File: src/rtl/cfg_bitstream_loader.sv
// cfg_bitstream_loader: takes words over valid/ready and shifts them LSB first
// onto prog_in/prog_en, loading exactly CHAIN_LEN bits into the config chain.
// Optional: define CFG_LOADER_CRC_EN to check a CRC-16-CCITT trailer after the data.
module cfg_bitstream_loader #(
   parameter int unsigned CHAIN_LEN = 32,
   parameter int unsigned WORD_W    = 8,
   parameter int unsigned CNT_W     = 16
) (
   input  logic              prog_clk,
   input  logic              rst,
   input  logic              start,
   input  logic              abort,
   input  logic [WORD_W-1:0] din,
   input  logic              din_valid,
   output logic              din_ready,
   output logic              prog_in,
   output logic              prog_en,
   output logic              busy,
   output logic              done,
   output logic              err,
   output logic [CNT_W-1:0]  bit_cnt
);

   localparam int unsigned IDX_W = (WORD_W > 1) ? $clog2(WORD_W) : 1;
   localparam logic [CNT_W-1:0] LAST_CNT = CNT_W'(CHAIN_LEN);
   localparam logic [IDX_W-1:0] LAST_IDX = IDX_W'(WORD_W - 1);

`ifdef CFG_LOADER_CRC_EN
   localparam int unsigned CRC_WORDS = (16 + WORD_W - 1) / WORD_W;
   localparam int unsigned RX_W      = CRC_WORDS * WORD_W;
   localparam int unsigned CW_W      = $clog2(CRC_WORDS + 1);
   localparam logic [CW_W-1:0] LAST_CW = CW_W'(CRC_WORDS - 1);

   typedef enum logic [2:0] {S_IDLE, S_FETCH, S_SHIFT, S_DONE, S_CRC} state_t;

   logic [15:0]     crc_q, crc_d;
   logic [RX_W-1:0] rx_q, rx_d;
   logic [CW_W-1:0] cw_q, cw_d;

   // One CRC-16-CCITT step (poly 0x1021, MSB first) for a single data bit.
   function automatic logic [15:0] crc_step(input logic [15:0] c, input logic b);
      logic fb;
      fb = c[15] ^ b;
      return {c[14:0], 1'b0} ^ (fb ? 16'h1021 : 16'h0000);
   endfunction
`else
   typedef enum logic [1:0] {S_IDLE, S_FETCH, S_SHIFT, S_DONE} state_t;
`endif

   state_t            state_q, state_d;
   logic [WORD_W-1:0] word_q, word_d;
   logic [IDX_W-1:0]  idx_q, idx_d;
   logic [CNT_W-1:0]  cnt_d;
   logic              prog_in_d, prog_en_d, din_ready_d, busy_d, done_d, err_d;

   // State and registered outputs.
   always_ff @(posedge prog_clk or negedge rst) begin
      if (!rst) begin
         state_q   <= S_IDLE;
         word_q    <= '0;
         idx_q     <= '0;
         bit_cnt   <= '0;
         prog_in   <= 1'b0;
         prog_en   <= 1'b0;
         din_ready <= 1'b0;
         busy      <= 1'b0;
         done      <= 1'b0;
         err       <= 1'b0;
`ifdef CFG_LOADER_CRC_EN
         crc_q     <= '0;
         rx_q      <= '0;
         cw_q      <= '0;
`endif
      end else begin
         state_q   <= state_d;
         word_q    <= word_d;
         idx_q     <= idx_d;
         bit_cnt   <= cnt_d;
         prog_in   <= prog_in_d;
         prog_en   <= prog_en_d;
         din_ready <= din_ready_d;
         busy      <= busy_d;
         done      <= done_d;
         err       <= err_d;
`ifdef CFG_LOADER_CRC_EN
         crc_q     <= crc_d;
         rx_q      <= rx_d;
         cw_q      <= cw_d;
`endif
      end
   end

   // Next state and next output values; abort wins over shift and handshake.
   always_comb begin
      state_d   = state_q;
      word_d    = word_q;
      idx_d     = idx_q;
      cnt_d     = bit_cnt;
      prog_in_d = prog_in;
      prog_en_d = 1'b0;
      done_d    = done;
      err_d     = err;
`ifdef CFG_LOADER_CRC_EN
      crc_d     = crc_q;
      rx_d      = rx_q;
      cw_d      = cw_q;
`endif
      case (state_q)
         S_IDLE: begin
            if (start) begin
               state_d = S_FETCH;
               cnt_d   = '0;
               done_d  = 1'b0;
               err_d   = 1'b0;
`ifdef CFG_LOADER_CRC_EN
               crc_d   = 16'hFFFF;
               rx_d    = '0;
               cw_d    = '0;
`endif
            end
         end
         S_FETCH: begin
            if (abort) begin
               state_d = S_IDLE;
               err_d   = 1'b1;
               done_d  = 1'b1;
            end else if (din_valid && din_ready) begin
               word_d  = din;
               idx_d   = '0;
               state_d = S_SHIFT;
            end
         end
         S_SHIFT: begin
            if (abort) begin
               state_d = S_IDLE;
               err_d   = 1'b1;
               done_d  = 1'b1;
            end else begin
               prog_en_d = 1'b1;
               prog_in_d = word_q[0];
               word_d    = word_q >> 1;
               idx_d     = idx_q + 1'b1;
               cnt_d     = bit_cnt + 1'b1;
`ifdef CFG_LOADER_CRC_EN
               crc_d     = crc_step(crc_q, word_q[0]);
               if (cnt_d == LAST_CNT) state_d = S_CRC;
`else
               if (cnt_d == LAST_CNT) state_d = S_DONE;
`endif
               else if (idx_q == LAST_IDX) state_d = S_FETCH;
            end
         end
`ifdef CFG_LOADER_CRC_EN
         S_CRC: begin
            if (abort) begin
               state_d = S_IDLE;
               err_d   = 1'b1;
               done_d  = 1'b1;
            end else if (din_valid && din_ready) begin
               for (int i = 0; i < int'(CRC_WORDS); i++) begin
                  if (cw_q == CW_W'(i)) rx_d[i*WORD_W +: WORD_W] = din;
               end
               cw_d = cw_q + 1'b1;
               if (cw_q == LAST_CW) begin
                  state_d = S_DONE;
                  if (rx_d[15:0] != crc_q) err_d = 1'b1;
               end
            end
         end
`endif
         S_DONE: begin
            state_d = S_IDLE;
         end
         default: begin
            state_d = S_IDLE;
         end
      endcase
      if (state_d == S_DONE) done_d = 1'b1;
`ifdef CFG_LOADER_CRC_EN
      din_ready_d = (state_d == S_FETCH) || (state_d == S_CRC);
      busy_d      = (state_d == S_FETCH) || (state_d == S_SHIFT) || (state_d == S_CRC);
`else
      din_ready_d = (state_d == S_FETCH);
      busy_d      = (state_d == S_FETCH) || (state_d == S_SHIFT);
`endif
   end

endmodule

File: config.mk
export PLATFORM = sky130hd
export DESIGN_NAME = cfg_bitstream_loader
export DESIGN_NICKNAME = d
export VERILOG_FILES = /design/src/rtl/cfg_bitstream_loader.sv
export SDC_FILE = /design/constraint.sdc
export NUM_CORES = 1
export LEC_CHECK = 0
export ABC_AREA = 1
export CORE_MARGIN = 2
export CORE_UTILIZATION = 50
export CTS_CLUSTER_SIZE = 16
export DETAILED_ROUTE_END_ITERATION = 6
export HOLD_SLACK_MARGIN = 0.08
export PLACE_DENSITY = 0.76
export SETUP_SLACK_MARGIN = 0.05
export SLEW_MARGIN = 0
export SYNTH_ARGS = -nofsm -noshare
export SYNTH_HDL_FRONTEND = slang
export SYNTH_SLANG_ARGS = --single-unit
File: constraint.sdc
create_clock -name prog_clk -period 2.4 [get_ports prog_clk]
set_input_delay 0.72 -clock prog_clk [delete_from_list [all_inputs] [get_ports prog_clk]]
set_output_delay 0.72 -clock prog_clk [all_outputs]
set_load 0.03 [all_outputs]
==> run metrics <==
worst reg2reg setup slack=0.24 ns; effective utilization at floorplan=0.519; Core Footprint=around 4000 um^2; number of antenna violations at the first check in global routing=0; nets in the synthesized netlist=roughly 280; drt via density=around 5.3; minimum period implied by the final worst setup slack=~2.2 ns; first-pass iteration count of the detailed router=4; Fmax=around 0.45 GHz; largest net degree at the start of global routing=36; total die area=approximately 4700 um^2; WL final=around 4400 um; Clock H-tree levels=2; critical register-to-register path startpoint=bit_cnt[1]; final count of negative-setup-slack endpoints=0; GP Congestion=0.843; maximum clock path buffer count=2; Post-CTS Repair Setup Buffers=0; number of port buffers=34; Worst Reg2Reg Path Length in Cells=12; net total in the final layout=327; number of standard cells in the layout, taps in and fillers out=355; I/O pin cnt=35; clock root buffer master=sky130_fd_sc_hd__clkbuf_8; kind of capture point of the worst setup path=output pin; Power per Cell Area=about 960 nW/um^2; worst max-slew margin expressed relative to the limit=0.702; Total Negative Setup Slacks=0 ns; crit share post-route=0.916; synthesized area per cell=about 7.9 um^2; instance count along the most critical hold path=2; vias in the first global route=roughly 1700; post-synthesis cell area=about 2100 um^2; category of the worst setup path launch point=flop; total grt overflow=0; wire per inst=between 10 and 15 um; hold_sp=word_q[0]; cell with the largest stage delay on the worst path=sky130_fd_sc_hd__clkdlybuf4s50_1; site row count=23; yosys warns=0; register area share after synthesis=0.425; dominant delay contributor by cell family on the critical path=buffers and inverters; total via count in the routed design=approximately 1900; Final Hold Fails=0; Worst path max stage delay=approximately 0.71 ns; max-capacitance violation count=0; number of cells after detailed placement=347; remaining antenna violation count after routing=0; Hold EP=prog_in; type of the worst setup path=flop to output pin; critical register-to-register path endpoint=busy; setup repair after global routing missed its margin=no; Detailed Place HPWL=around 3200 um; die height=68.2 um; CP required=1.68 ns; area fraction of the dominant cell type after synthesis=0.425; Slew Limit Fails=0; later-pin clock latency in the skew report=0.29 ns; initial DRC count=78; IR drop worst, VDD=about 0.63 mV; TritonCTS clock tree=done; CTS clock-pin slew for the worst setup and hold paths=about 0.080 ns; Crit Path Max Fanout=7; crit path DAT=approximately 1.5 ns; wire length of the first global-routing pass=~7400 um; Die Span X=around 68 um; run status=complete, no violations; Min-Delay Path Class=flop to flop; Tot GR Track Use=0.214; post-synthesis cell type with the largest combined area=sky130_fd_sc_hd__dfrtp_1; Synth area leaders=sky130_fd_sc_hd__dfrtp_1 43%, sky130_fd_sc_hd__nand2_1 13%, sky130_fd_sc_hd__ha_1 6.1%; number of clock sinks=35; Worst-Margin Slew=approximately 0.45 ns; Antenna Diode Count=0; number of flip-flops and latches in the synthesized netlist=35; Post-Route Skew=approximately 0.011 ns; CP Buf/Inv Count=1; Leakage Power=approximately 1.2 nW; CTS Buf Count=5; Area Overhead vs Synth=27.5%; instance count of the mapped netlist=roughly 260; DRC errors left=0; number of distinct standard cells referenced by the synthesized netlist=31; cells along the critical path=clkdlybuf4s50_1; share of final-layout standard cells stronger than drive strength 1=0.148
-- through the flow --
stage	utilization	cell area, um^2	hold slack, ns	power, mW	setup slack (ns)
detailed placement	0.626	2490	0.497	1.90	0.134
finish	0.662	2630	0.509	2.53	0.201
floorplan	-	2060	0.424	1.56	0.261
global route	0.662	2630	0.535	2.71	0.0760
CTS	0.660	2620	0.514	2.55	0.186
global placement	0.626	2490	0.473	1.89	0.225
-- state kept, by name, indices dropped and copies added, names as in the netlist --
name	flops
prog_en	1
state_q	2
busy	1
din_ready	1
word_q	8
err	1
bit_cnt	16
prog_in	1
idx_q	3
done	1
-- worst max-delay path by stage --
| stage | startpoint | end | slack, ns | depth (start not counted) |
|---|---|---|---|---|
| after detailed placement | abort | bit_cnt[4] | 0.13 | 7 |
| after global routing | bit_cnt[1] | busy | 0.08 | 14 |
| after floorplan | bit_cnt[0] | busy | 0.26 | 12 |
| final | bit_cnt[2] | bit_cnt[2] | 0.20 | 1 |
| after global placement | abort | bit_cnt[12] | 0.22 | 7 |
| after CTS | bit_cnt[2] | bit_cnt[2] | 0.19 | 1 |
-- synth_stat cells --
master and count:
sky130_fd_sc_hd__xor2_1 1, sky130_fd_sc_hd__o21ai_2 3, sky130_fd_sc_hd__inv_2 2, sky130_fd_sc_hd__a21oi_1 3
sky130_fd_sc_hd__a31oi_2 1, sky130_fd_sc_hd__o22ai_1 6, sky130_fd_sc_hd__clkinv_1 1, sky130_fd_sc_hd__a21oi_2 2
sky130_fd_sc_hd__ha_1 10, sky130_fd_sc_hd__nor3_1 1, sky130_fd_sc_hd__nor2_4 4, sky130_fd_sc_hd__dfrtp_1 35
sky130_fd_sc_hd__nand2_2 6, sky130_fd_sc_hd__o21ai_1 1, sky130_fd_sc_hd__or2_2 1, sky130_fd_sc_hd__inv_1 31
sky130_fd_sc_hd__nand3_2 4, sky130_fd_sc_hd__buf_6 1, sky130_fd_sc_hd__o21a_1 2, sky130_fd_sc_hd__nand3_1 11
sky130_fd_sc_hd__nor2_1 20, sky130_fd_sc_hd__o21ai_0 18, sky130_fd_sc_hd__clkbuf_1 2, sky130_fd_sc_hd__buf_2 2
sky130_fd_sc_hd__o31ai_1 1, sky130_fd_sc_hd__a31oi_1 8, sky130_fd_sc_hd__nand3b_1 1, sky130_fd_sc_hd__nand2_1 71
sky130_fd_sc_hd__nor2_2 6, sky130_fd_sc_hd__nand2_4 1, sky130_fd_sc_hd__nand4_1 5
-- worst min-delay path, delay by kind of cell (launching register included) --
| kind | cells | cell delay, ns |
|---|---|---|
| simple gates | 2 | 0.13 |
| flops | 1 | 0.36 |
-- kinds of logic after synthesis --
logic type                 Yosys count  synth area share
DFF                                 35             0.425
adders and majority gates           10            0.0607
and+or+nand+nor                    131             0.300
buffers and inverters               39            0.0759
xor gates and xnor gates             1           0.00425
AOI/OAI and AO/OA                   45             0.134
-- power breakdown --
group	leakage [nW]	total (mW)	internal (mW)	switching, mW
Combinational	0.657	1.03	0.410	0.622
Sequential	0.447	0.863	0.758	0.105
Clock	0.0654	0.633	0.415	0.217
-- routing by layer --
layer / up-vias / global-route usage / wire, um
met2: 42 / 0.367 / 2140
met1: 889 / 0.263 / 2000
met3: 9 / 0.0493 / 192
met4: 0 / 0.0725 / 71
met5: - / 0 / 0
li1: 933 / - / -
-- what timing repair did --
| item | in CTS | in global routing |
|---|---|---|
| hold buffers | 0 | 0 |
| endpoints found under the hold margin | 0 | 0 |
| endpoints found under the setup margin | 0 | 1 |
| gates resized for setup | 0 | 2 |
-- cell type report --
type / instances / area, um^2
timing repair buffer: 41 / 393
sequential: 35 / 876
clock inverter: 2 / 60.1
inverter: 34 / 128
fill: 348 / 1340
multi-input combinational: 187 / 1040
clock buffer: 6 / 72.6
tap: 50 / 62.6
-- placed cells by master, fill, tap and decap left out, types with 2 or more instances in the layout --
| cell | netlist | layout |
|---|---|---|
| sky130_fd_sc_hd__clkdlybuf4s50_1 | 0 | 34 |
| sky130_fd_sc_hd__o21a_1 | 2 | 2 |
| sky130_fd_sc_hd__inv_2 | 2 | 2 |
| sky130_fd_sc_hd__bufinv_16 | 0 | 2 |
| sky130_fd_sc_hd__nor2_1 | 20 | 19 |
| sky130_fd_sc_hd__a21oi_1 | 3 | 3 |
| sky130_fd_sc_hd__nand3_1 | 11 | 11 |
| sky130_fd_sc_hd__nand3_2 | 4 | 4 |
| sky130_fd_sc_hd__nor2_2 | 6 | 6 |
| sky130_fd_sc_hd__a21oi_2 | 2 | 2 |
| sky130_fd_sc_hd__nand2_1 | 71 | 71 |
| sky130_fd_sc_hd__inv_1 | 31 | 31 |
| sky130_fd_sc_hd__nand4_1 | 5 | 5 |
| sky130_fd_sc_hd__buf_4 | 0 | 7 |
| sky130_fd_sc_hd__nor2_4 | 4 | 5 |
| sky130_fd_sc_hd__a31oi_1 | 8 | 8 |
| sky130_fd_sc_hd__clkbuf_8 | 0 | 5 |
| sky130_fd_sc_hd__ha_1 | 10 | 10 |
| sky130_fd_sc_hd__dfrtp_1 | 35 | 35 |
| sky130_fd_sc_hd__o22ai_1 | 6 | 6 |
| sky130_fd_sc_hd__o21ai_2 | 3 | 3 |
| sky130_fd_sc_hd__nand2_2 | 6 | 6 |
| sky130_fd_sc_hd__o21ai_0 | 18 | 18 |
(Power assumes the default switching activity.)
